`config.mk`:
```
export PLATFORM = sky130hd
export DESIGN_NAME = range_normalizer
export DESIGN_NICKNAME = d
export VERILOG_FILES = /design/src/rtl/range_normalizer.sv
export SDC_FILE = /design/constraint.sdc
export NUM_CORES = 1
export LEC_CHECK = 0
export BUFFER_PORTS_ARGS = -buffer_cell sky130_fd_sc_hd__buf_2
export CORE_ASPECT_RATIO = 1.75
export CORE_MARGIN = 4
export CORE_UTILIZATION = 50
export DETAILED_ROUTE_END_ITERATION = 16
export GPL_TIMING_DRIVEN = 0
export PLACE_DENSITY = 0.85
export SETUP_SLACK_MARGIN = 0.05
export SYNTH_ARGS = -nofsm -noshare
export SYNTH_HDL_FRONTEND = slang
export SYNTH_SLANG_ARGS = --single-unit
```
`constraint.sdc`:
```
create_clock -name CLK67MHZ -period 2.2 [get_ports CLK67MHZ]
set_clock_uncertainty 0.1 [all_clocks]
set_input_delay 0.11 -clock CLK67MHZ [delete_from_list [all_inputs] [get_ports CLK67MHZ]]
set_output_delay 0.11 -clock CLK67MHZ [all_outputs]
set_load 0.01 [all_outputs]
```
`src/rtl/range_normalizer.sv`:
```
// range_normalizer: iterative right-shift normaliser with shift count,
// divider code, saturation and sticky-inexact reporting.
module range_normalizer #(
    parameter int WIDTH         = 40,
    parameter int HEADROOM      = 12,
    parameter int MAX_SHIFT     = 12,
    parameter int SHIFT_W       = 4,
    parameter bit CHANGE_DETECT = 1'b1
) (
    input  logic               CLK67MHZ,
    input  logic               resetPort,
    input  logic               in_valid,
    output logic               in_ready,
    input  logic [WIDTH-1:0]   in_data,
    output logic [WIDTH-1:0]   out_data,
    output logic [SHIFT_W-1:0] out_shift,
    output logic [SHIFT_W-1:0] out_divider,
    output logic               out_sat,
    output logic               out_inexact,
    output logic               out_valid,
    output logic               busy
);

    typedef enum logic {
        IDLE,
        SHIFT
    } state_t;

    localparam logic [SHIFT_W-1:0] MAX_S = SHIFT_W'(MAX_SHIFT);

    state_t             state_q, state_d;
    logic [WIDTH-1:0]   prev_q;
    logic [WIDTH-1:0]   work_q, work_d;
    logic [SHIFT_W-1:0] count_q, count_d;
    logic               sticky_q, sticky_d;
    logic [WIDTH-1:0]   data_q, data_d;
    logic [SHIFT_W-1:0] shift_q, shift_d;
    logic [SHIFT_W-1:0] div_q, div_d;
    logic               sat_q, sat_d;
    logic               inexact_q, inexact_d;
    logic               valid_q, valid_d;

    logic capture;
    logic fit;
    logic at_max;
    logic in_shift;

    assign in_shift = (state_q == SHIFT);
    assign fit      = ~|work_q[WIDTH-1 -: HEADROOM];
    assign at_max   = (count_q == MAX_S);

    // A new word is taken on any change of input, or on an accepted request.
    assign capture = CHANGE_DETECT ? (in_data != prev_q)
                                   : (!in_shift && in_valid);

    // Next-state, datapath step and completion write-back.
    always_comb begin
        state_d   = state_q;
        work_d    = work_q;
        count_d   = count_q;
        sticky_d  = sticky_q;
        data_d    = data_q;
        shift_d   = shift_q;
        div_d     = div_q;
        sat_d     = sat_q;
        inexact_d = inexact_q;
        valid_d   = 1'b0;
        priority case (1'b1)
            capture: begin
                work_d   = in_data;
                count_d  = '0;
                sticky_d = 1'b0;
                state_d  = SHIFT;
            end
            (in_shift && (fit || at_max)): begin
                data_d    = work_q;
                shift_d   = count_q;
                div_d     = MAX_S - count_q;
                sat_d     = !fit;
                inexact_d = sticky_q;
                valid_d   = 1'b1;
                state_d   = IDLE;
            end
            in_shift: begin
                work_d   = work_q >> 1;
                sticky_d = sticky_q | work_q[0];
                count_d  = count_q + 1'b1;
            end
            default: begin
            end
        endcase
    end

    // Conversion state and registered result.
    always_ff @(posedge CLK67MHZ or negedge resetPort) begin
        if (!resetPort) begin
            state_q   <= IDLE;
            prev_q    <= '0;
            work_q    <= '0;
            count_q   <= '0;
            sticky_q  <= 1'b0;
            data_q    <= '0;
            shift_q   <= '0;
            div_q     <= MAX_S;
            sat_q     <= 1'b0;
            inexact_q <= 1'b0;
            valid_q   <= 1'b0;
        end else begin
            state_q   <= state_d;
            prev_q    <= in_data;
            work_q    <= work_d;
            count_q   <= count_d;
            sticky_q  <= sticky_d;
            data_q    <= data_d;
            shift_q   <= shift_d;
            div_q     <= div_d;
            sat_q     <= sat_d;
            inexact_q <= inexact_d;
            valid_q   <= valid_d;
        end
    end

    assign in_ready    = resetPort && !in_shift;
    assign busy        = in_shift;
    assign out_data    = data_q;
    assign out_shift   = shift_q;
    assign out_divider = div_q;
    assign out_sat     = sat_q;
    assign out_inexact = inexact_q;
    assign out_valid   = valid_q;

endmodule

```
# Yosys cells after proc, flatten, opt, wreduce, memory -nomap -nowiden
# Cells that the tools add are included.
op_classes:
  add_sub_neg: 2
  n_mul: 0
  div: 0
  magnitude_cmp: 0
  eq_ne: 3
  n_shift: 0
  n_mux: 13
  bitwise_logic: 2
  n_reduce_logical: 10
ops:
  columns: ["op", "n"]
  rows:
  - ["$mux W40", 3]
  - ["$ne A40 B40 Y1", 1]
  - ["$mux W4", 3]
  - ["$reduce_or A12 Y1", 1]
  - ["$mux W1", 7]
  - ["$add A4 B1 Y4 const B", 1]
  - ["$eq A4 B4 Y1 const B", 1]
  - ["$reduce_and A2 Y1", 2]
  - ["$reduce_bool A2 Y1", 2]
  - ["$sub A4 B4 Y4 const A", 1]
  - ["$logic_and A1 B1 Y1", 2]
  - ["$logic_not A1 Y1", 2]
  - ["$ne A2 B2 Y1 const B", 1]
  - ["$logic_or A1 B1 Y1", 1]
  - ["$not A1 Y1", 1]
  - ["$or A1 B1 Y1", 1]
word_totals:
  ff_bits: 137
  latchBits: 0
  ramBits: 0
  romBits: 0
  input_bits: 43
  output_inout_bits: 53
  wordCells: 41
  memories: 0

# Logic depth before layout (Yosys ltp)
logic_depth:
  word_depth: 6
  ltp_mapped: 7
  ltp_nobuf: 6

# Worst setup path after synthesis
# OpenSTA, ideal clock, no wires.
synth_timing:
  kind: "register -> register"
  startpoint: "register prev_q[24]"
  endpoint: "register data_q[0] (netlist: out_data[0])"
  setup_time_ns: 0.125
  arrival_time_ns: 2.038
  required_time_ns: 1.975
  path_slack_ns: -0.063
  path_stages_with_launch: 7
  path_buffers: 1
  synth_period_minus_slack_ns: 2.263
  cell_sequence: "dfrtp_1 > xor2_1 > nor4_1 > nand4bb_1 > nor4_4 > buf_6 > mux2_2"
synth_between:
  elab_chain_cells: 3
synth_lines:
  columns: ["item", "line", "text"]
  rows:
  - ["start, declared", "32", "logic [WIDTH-1:0] prev_q;"]
  - ["start signal, assigned", "110", "prev_q <= in_data;"]
  - ["$ne A40 B40 Y1", "53", "assign capture = CHANGE_DETECT ? (in_data != prev_q)"]
  - ["$not A1 Y1 (no line)", null, null]
  - ["$reduce_and A2 Y1 (no line)", null, null]
  - ["end signal, assigned", "114", "data_q <= data_d;"]
  - ["end, declared", "36", "logic [WIDTH-1:0] data_q, data_d;"]
# No other way between the ends.
# A chain may end at the register's enable or synchronous reset.

# Worst setup path after layout
layout_timing:
  startpoint: "register prev_q[0]"
  endpoint: "register work_q[17]"
layout_between:
  elab_chain_cells: 3
  word_cells_on_any_way: 5
  classes_between: "eq/ne (2); mux (1); reduce/logical (2)"
layout_lines:
  columns: ["item", "line", "text"]
  rows:
  - ["$ne A40 B40 Y1 (*)", "53", null]
  - ["$ne A2 B2 Y1 (no line) / $reduce_bool A2 Y1 (equally long branches)", null, null]
  - ["$reduce_and A2 Y1 (no line)", null, null]
  - ["end signal, assigned", "111", "work_q <= work_d;"]
  - ["end, declared", "33", "logic [WIDTH-1:0] work_q, work_d;"]
# Every way passes the cells marked *; elsewhere a longest branch is shown, timed or not.

==> flow_summary_export.csv <==
group,metric,value,unit
yosys,yosys.area.top_type,"dfrtp_1",
grt,grtUsageTotal,25.4,%
clocking,clk_pin_slew_worst_paths,0.06,ns
yosys,synth_cell_type_count,29,
worst_setup_path,start_kind,"flip-flop",
floorplan,die_w,88.5,um
floorplan,die_h,149,um
place,port_buffers,94,
worst_hold_path,worstHoldPathType,"in2async",
detailed_routing,drt-total-wl,16700,um
layout,area_growth,41.6,%
grt,grt_first_pass_wirelength,24400,um
yosys,synthCells,369,
sta,finalCriticalPeriod,2.53,ns
yosys,syn_avg_cell_area,15.4,um^2
detailed_routing,routed_via_density,5.67,
run_status,outcome,"complete, but fails checks",
floorplan,row_count,51,
floorplan,coreArea,11100,um^2
sta,hold_viol,0,
clocking,cts_buffer_depth,2,
place,place_congestion,0.786,
flow_run,cap_violations,0,
pwr,powerDensity,756,nW/um^2
grt,grt_pass1_vias,4324,
clocking,clock_latency,0.43,ns
sta,maxSlewViolCount,0,
floorplan,start_util,51.0,%
place,dp_hpwl,8740,um
layout,fin_util,72.2,%
detailed_routing,drtIter0Drc,262,
worst_setup_path,required,2.41,ns
pwr,ir_worst_vdd,0.665,mV
grt,busiest_layer,"met2",
grt,overflow,0,
clocking,clock_sinks,136,
yosys,yosysWarnings,0,
run_status,violations,"setup timing",
sta,timing.fmax,396,MHz
sta,setup_viol,93,
grt,antenna_found_initial,1,
detailed_routing,num_vias,3939,
worst_setup_path,worstPathArrival,2.74,ns
grt,use_met1,27.6,%
clocking,clock-root-buffer,"clkbuf_16",
detailed_routing,final_antenna_net_count,0,
worst_setup_path,worst-r2r-cell-count,9,
pwr,p_leak,3.85,nW
grt,use_met2,43.6,%
worst_setup_path,critPathKind,"reg2reg",
layout,finish.net_count,594,
sta,max_slew_margin,74.4,%
detailed_routing,firstDrtPassIters,4,
floorplan,io_pins,96,
yosys,synth_top_area_share,59.2,%
yosys,synth.net_count,414,
yosys,synthTopCellsByArea,"dfrtp_1 (59%), mux2_2 (24%), xor2_1 (5.3%)",
yosys,synth_area,5660,um^2
worst_setup_path,critPathMaxFanout,5,
floorplan,dieArea,13200,um^2
clocking,cts_buffers,17,
place,dpl_worst_slack,-0.478,ns
worst_setup_path,cp-end-kind,"flip-flop",
sta,rsz0062_at_grt,"true",
sta,worstMarginPinSlew,0.383,ns
sta,setup_ws,-0.327,ns
grt,grt_max_degree,102,
layout,layout-drive-gt1-share,54.3,%
detailed_routing,wl_per_cell,24.0,um
yosys,synth-seq-cells,136,
clocking,cts_tree,"done",
clocking,htree_levels,4,
yosys,seq_area_frac_synth,60.1,%
grt,use_met3,6.30,%
detailed_routing,drc,0,
sta,timing.final.crit_share,115,%
[final timing paths]
kind                               from      endpoint  slack [ns]
max                           prev_q[0]    work_q[17]       -0.33
min                           resetPort     work_q[7]        0.05
max reg2reg                   prev_q[0]    work_q[17]       -0.33
min reg2reg                out_data[12]  out_data[12]        0.40
max in group asynchronous     resetPort    work_q[19]        1.29
min in group CLK67MHZ        in_data[4]     out_valid        0.17
[cells in the mapped netlist]
library cell / number
mux2_2: 122
xnor2_1: 11
nor4_4: 1
nand4_1: 5
o21ai_0: 1
and2_1: 3
xor2_1: 34
a211oi_1: 1
ha_1: 2
nor4_1: 11
nor2_1: 1
nor2b_1: 2
nor3_4: 1
mux2_1: 5
nand3_1: 4
buf_2: 3
and3_1: 1
mux2i_1: 2
inv_1: 5
dfrtp_1: 134
nand2_1: 3
buf_6: 5
o21a_1: 1
or4_1: 1
dfstp_2: 2
a21oi_1: 1
buf_4: 5
nand4bb_1: 1
a21o_1: 1
[stage by stage]
step,instances,hold slack (ns),total power [mW],TNS (ns),instance area (um^2)
3_3_place_gp,595,0.158,2.94,-141.34,6480
5_1_grt,695,0.0935,6.21,-32.24,8020
2_1_floorplan,369,-0.286,2.79,-2.14,5840
3_5_place_dp,596,-0.0625,2.97,-36.40,6510
4_1_cts,685,0.0799,5.99,-7.12,7860
6_report,695,0.0528,6.06,-23.50,8020
[worst max-delay path, stage by stage, from the launching register on]
cell       delay, ns
dfrtp_1         0.40
xor2_1          0.18
nor4_2          0.40
nand4bb_1       0.16
buf_4           0.18
nor3_4          0.26
buf_6           0.19
buf_4           0.13
buf_12          0.12
mux2_4          0.30
[what timing repair did]
item | 4_1_cts | 5_1_grt
endpoints found under the setup margin | 96 | 92
setup buffers | 13 | 8
endpoints found under the hold margin | 214 | 0
hold buffers | 41 | 0
resized for setup | 29 | 19
gates cloned | 3 | 1
pin swaps | 8 | 8
[registers in the layout, indices dropped and copies added (netlist names)]
name,flops
busy,1
count_q,4
out_data,40
out_divider,3
out_inexact,1
out_sat,1
out_shift,4
out_valid,1
prev_q,40
sticky_q,1
work_q,40
[cell usage in the layout (no fill, tap or decap), types with 4 or more instances in the layout]
master,n
buf_8,5
buf_4,17
clkinvlp_4,4
buf_6,8
xor2_1,34
buf_12,5
nand4_1,5
mux2_4,47
xnor2_1,10
inv_1,5
nor4_1,4
dlygate4sd3_1,41
buf_16,4
buf_2,93
nor4_2,5
clkbuf_16,18
mux2_2,78
dfrtp_1,132
[kinds of logic (layout without fill, tap and decap cells)]
logic type,count (synthesis),after routing,synth area share (%)
flip-flops,136,136,60.1
multiplexers,129,129,25.6
adder cells (fa/ha/maj),2,2,0.442
XOR/XNOR,45,45,6.96
AND/OR/NAND/NOR,34,34,4.04
AO/OA/AOI/OAI,5,5,0.574
buffers and inverters,18,211,2.25
other,0,1,0
[report_power, final]
group / switching, mW / internal (mW) / total [mW]
registers: 0.0659 / 2.58 / 2.64
clock network: 1.14 / 1.88 / 3.01
logic: 0.204 / 0.202 / 0.405
[final cells by class]
type                            count  area [um^2]
Antenna cell                        1         2.50
Buffer                             13          189
Clock buffer                       22          474
Clock inverter                     10          143
Fill cell                         670         3080
Inverter                            5         18.8
Multi-Input combinational cell    215         2410
Sequential cell                   136         3410
Tap cell                          132          165
Timing Repair Buffer              161         1210
[layer usage]
layer	vias to the layer above	routed length, um	part of all wire, %
li1	1677	-	-
met1	2016	6020	36
met2	173	8910	53
met3	73	772	4.6
met4	0	961	5.8
met5	-	0	0
(Power assumes the default switching activity.)
